**src/rtl/fifo_fill_sequencer.sv**
```systemverilog
// Burst sequencer: steps an LFSR once per word, waits for its strobe and pushes
// the captured word into a FIFO, with abort, stall-on-full and strobe timeout.
module fifo_fill_sequencer #(
  parameter int DATA_WIDTH  = 4,
  parameter int COUNT_WIDTH = 5,
  parameter int TIMEOUT     = 15
) (
  input  logic                   clk,
  input  logic                   reset,
  input  logic                   start,
  input  logic [COUNT_WIDTH-1:0] burst_len,
  input  logic                   abort,
  input  logic                   lfsr_strobe,
  input  logic [DATA_WIDTH-1:0]  lfsr_data,
  input  logic                   fifo_full,
  output logic                   lfsr_enable,
  output logic                   fifo_push,
  output logic [DATA_WIDTH-1:0]  fifo_data,
  output logic                   busy,
  output logic                   done,
  output logic                   timeout_err,
  output logic [COUNT_WIDTH-1:0] pushed_count
);

  typedef enum logic [2:0] {
    S_IDLE,
    S_ENABLE,
    S_WAIT,
    S_PUSH,
    S_DONE
  } state_t;

  localparam logic [7:0] TIMER_LAST = 8'(TIMEOUT - 1);

  state_t                 state_reg;
  logic [COUNT_WIDTH-1:0] len_reg;
  logic [COUNT_WIDTH-1:0] count_reg;
  logic [COUNT_WIDTH-1:0] count_next;
  logic [DATA_WIDTH-1:0]  hold_reg;
  logic [7:0]             timer_reg;
  logic                   terr_reg;

  assign count_next = count_reg + COUNT_WIDTH'(1);

  // Strobes are masked while reset is held so nothing leaks out of a stale state.
  assign lfsr_enable  = (state_reg == S_ENABLE) && !reset;
  assign fifo_push    = (state_reg == S_PUSH) && !fifo_full && !abort && !reset;
  assign busy         = (state_reg != S_IDLE) && !reset;
  assign done         = (state_reg == S_DONE) && !reset;
  assign fifo_data    = hold_reg;
  assign timeout_err  = terr_reg;
  assign pushed_count = count_reg;

  always_ff @(posedge clk) begin
    if (reset) begin
      state_reg <= S_IDLE;
      len_reg   <= '0;
      count_reg <= '0;
      hold_reg  <= '0;
      timer_reg <= '0;
      terr_reg  <= 1'b0;
    end else begin
      case (state_reg)
        S_IDLE: begin
          if (start) begin
            if (burst_len != '0) begin
              len_reg   <= burst_len;
              count_reg <= '0;
              terr_reg  <= 1'b0;
              state_reg <= S_ENABLE;
            end else begin
              state_reg <= S_DONE;
            end
          end
        end
        S_ENABLE: begin
          timer_reg <= '0;
          state_reg <= abort ? S_DONE : S_WAIT;
        end
        S_WAIT: begin
          if (abort) begin
            state_reg <= S_DONE;
          end else if (lfsr_strobe) begin
            hold_reg  <= lfsr_data;
            state_reg <= S_PUSH;
          end else if (timer_reg == TIMER_LAST) begin
            terr_reg  <= 1'b1;
            state_reg <= S_DONE;
          end else begin
            timer_reg <= timer_reg + 8'd1;
          end
        end
        S_PUSH: begin
          // A full FIFO simply parks us here; only abort or reset can leave.
          if (abort) begin
            state_reg <= S_DONE;
          end else if (!fifo_full) begin
            count_reg <= count_next;
            state_reg <= (count_next == len_reg) ? S_DONE : S_ENABLE;
          end
        end
        S_DONE:  state_reg <= S_IDLE;
        default: state_reg <= S_IDLE;
      endcase
    end
  end

endmodule

```
**config.mk**
```make
export PLATFORM = sky130hd
export DESIGN_NAME = fifo_fill_sequencer
export DESIGN_NICKNAME = d
export VERILOG_FILES = /design/src/rtl/fifo_fill_sequencer.sv
export SDC_FILE = /design/constraint.sdc
export NUM_CORES = 1
export LEC_CHECK = 0
export CORE_ASPECT_RATIO = 0.5
export CORE_MARGIN = 2
export CORE_UTILIZATION = 50
export CTS_CLUSTER_DIAMETER = 50
export DETAILED_ROUTE_END_ITERATION = 8
export MAX_ROUTING_LAYER = met4
export PLACE_DENSITY = 0.78
export SLEW_MARGIN = 20
export SYNTH_ARGS = -nofsm -noshare
export SYNTH_HDL_FRONTEND = slang
export SYNTH_SLANG_ARGS = --single-unit
```
**constraint.sdc**
```tcl
create_clock -name clk -period 4.1 [get_ports clk]
set_input_delay 0.615 -clock clk [delete_from_list [all_inputs] [get_ports clk]]
set_output_delay 0.615 -clock clk [all_outputs]
set_load 0.1 [all_outputs]
```
==> results_dict.tcl <==
set metrics [dict create \
    path_cells "clkdlybuf4s50_1 > nor3_1 > buf_4" \
    whs_path_depth 2 \
    grt_max_degree 26 \
    ant_nets 0 \
    ys.flop_type "dfxtp_1" \
    hold_viol 0 \
    largest_reg_flops 8 \
    clock.fmax_ghz 0.3515 \
    synthArstFlopShare_pct 0 \
    die_y_um 41.70 \
    clock-sinks 26 \
    syn-num-nets 189 \
    grt_pass1_wl_mm 4.940 \
    switching_share_pct 33.97 \
    p_leak_nw 0.6379 \
    wirelength_mm 2.918 \
    arrival_ns 2.23 \
    critPathLaunch "reset" \
    routedWlPerCell_um 12.52 \
    holdPathEnd "fifo_data[3]" \
    antenna_found_initial 0 \
    crit_fanout 25 \
    synth-seq-cells 26 \
    placementRows 13 \
    ys_seq_area_share_pct 36.62 \
    cts_buffer_depth 2 \
    dieArea_um2 3311 \
    drive_gt1_share_pct 9.694 \
    grt_use_total_pct 19.38 \
    p_int_mw 0.4200 \
    slew_viol_final 0 \
    cpMaxStageDelayCell "clkdlybuf4s50_1" \
    cts_tree "yes" \
    top_level_ports 29 \
    syn_area_per_cell_um2 8.312 \
    tns_ns 0 \
    status "finished clean" \
    grtUsageMet3_pct 5.217 \
    cts-root-buf "clkbuf_8" \
    fp.dieW_um 79.40 \
    crit_path_start_kind "input port" \
    synth_edf_count 0 \
    final_core_util_pct 66.54 \
    cts_buffers 3 \
    end_kind "primary output" \
    drtIter0Drc 39 \
    area_delta_synth_final_pct 24.12 \
    synthTopCellsByArea "dfxtp_1 (37%), nor2_1 (6.6%), a21oi_1 (5.3%)" \
    fin_crit_sh_pct 69.39 \
    layout_common_cells "dfxtp_1 (26), nor2_1 (25), clkdlybuf4s50_1 (24), a21oi_1 (15), nand2_1 (13)" \
    routed-via-count 1262 \
    power.density_nw_per_um2 360.6 \
    antenna-diode-count 0 \
    seq_power_share_pct 45.1 \
    reg2reg_slack_ns 2.08 \
    worstSetupPathType "input port to primary output" \
    combPwrFrac_pct 28.6 \
    path_clk_slew_ns 0.09 \
    r2r-start "state_reg[1]" \
    vdd_ir_drop_max_v 0.0002151 \
    slew_headroom_pct 33.45 \
    hold_class "flip-flop to flip-flop" \
    drv_cap 0 \
    core_um2 2651 \
    cts_hold_buf 0 \
    r2r_end "timer_reg[1]" \
    postCtsSetupRepairBufs 0 \
    post-dp-hpwl_mm 2.155 \
    met2_usage_pct 29.32 \
    yosysWarningCount 0 \
    mostFrequentLayoutCell "dfxtp_1" \
    whs_ns 0.4614 \
    drc 0 \
    cp.required_ns 3.48 \
    p_switching_mw 0.2161 \
    slowest_delay_ns 0.90 \
    netlist_area_um2 1421 \
    grt_setup_unrepaired "no" \
    clk_latency_ns 0.27 \
    postCtsResizedCells 0 \
    synth_top_area_share_pct 36.62 \
    min_period_ns 2.845 \
    viasPerCell 5.416 \
    skew_ns 0.001309 \
    port_buffers 28 \
    clkPwrFrac_pct 26.2 \
    syn_inst 171 \
    grt_overflow_total 0 \
    place_congestion 0.8302 \
    dr.pass1.iters 4 \
    grt_util_met1_pct 26.22 \
    htreeDepth 1 \
    synth_cell_types 39 \
    grt_pass1_vias 1060 \
    initial_core_util_pct 53.61 \
    nets 215 \
    setup_violations 0 \
    reg2reg_depth 5 \
    hold_start "fifo_data[3]" \
    tightest_slew_ns 0.9951 \
    top_usage_layer "met2" \
    synth_area_leader_cell "dfxtp_1" \
]
[area by class of cell]
cell class	instances	area, µm²
Fill cell	235	887.1
Multi-Input combinational cell	132	849.6
Sequential cell	26	520.5
Timing Repair Buffer	28	270.3
Clock buffer	4	55.05
Tap cell	37	46.29
Inverter	6	22.52
[worst max-delay path: cells and delay by family]
family | cells | cell delay (ns)
and+or+nand+nor | 1 | 0.37
buffers and inverters | 2 | 1.23
[power by group through the flow]
stage          registers, mW  logic (mW)  clock network (mW)
2_1_floorplan          0.287       0.147                   0
3_3_place_gp           0.293       0.179                   0
3_5_place_dp           0.292       0.181                   0
4_1_cts                0.286       0.182               0.172
5_1_grt                0.290       0.195               0.185
6_report               0.287       0.182               0.167
[worst max-delay path by stage]
stage,to,slack (ns)
6_report,lfsr_enable,1.26
3_5_place_dp,lfsr_enable,1.27
2_1_floorplan,lfsr_enable,0.56
3_3_place_gp,lfsr_enable,1.30
4_1_cts,lfsr_enable,1.28
5_1_grt,done,1.16
[kinds of logic (layout without fill, tap and decap cells)]
family | count (synthesis) | count (layout) | synth area share (%)
xor gates and xnor gates | 11 | 11 | 6.778
muxes | 5 | 5 | 3.521
and+or+nand+nor | 80 | 80 | 29.84
AOI/OAI and AO/OA | 33 | 33 | 16.55
adders and majority gates | 3 | 3 | 2.641
buffers and inverters | 13 | 38 | 4.049
DFF | 26 | 26 | 36.62
[cells in the mapped netlist, types with 2 or more instances]
cell type	n
nand2_1	13
inv_1	6
clkbuf_1	5
nor2_1	25
nor4_1	2
and2_1	2
nand3_1	10
xnor2_1	5
mux2i_1	5
xor2_1	6
o311a_1	2
a311oi_2	3
nor2b_1	3
dfxtp_1	26
o21ai_0	6
or3_1	6
ha_1	3
nand2b_1	3
a21oi_1	15
nor3_1	6
[layer usage]
layer / part of all wire (%) / wire length, µm / vias up
met3: 3.6 / 106 / 4
met4: 0.93 / 27 / 0
met5: 0 / 0 / -
met2: 45 / 1323 / 17
li1: - / - / 660
met1: 50 / 1460 / 581
[through the flow]
step | cells | worst slack, ns | power [mW] | area [µm²]
floorplan | 171 | 0.5640 | 0.4338 | 1428
global placement | 229 | 1.297 | 0.4723 | 1709
detailed placement | 229 | 1.273 | 0.4734 | 1709
CTS | 233 | 1.282 | 0.6406 | 1764
global route | 233 | 1.163 | 0.6699 | 1764
finish | 233 | 1.255 | 0.6362 | 1764
Note: power is estimated with default switching activity, not from simulation.
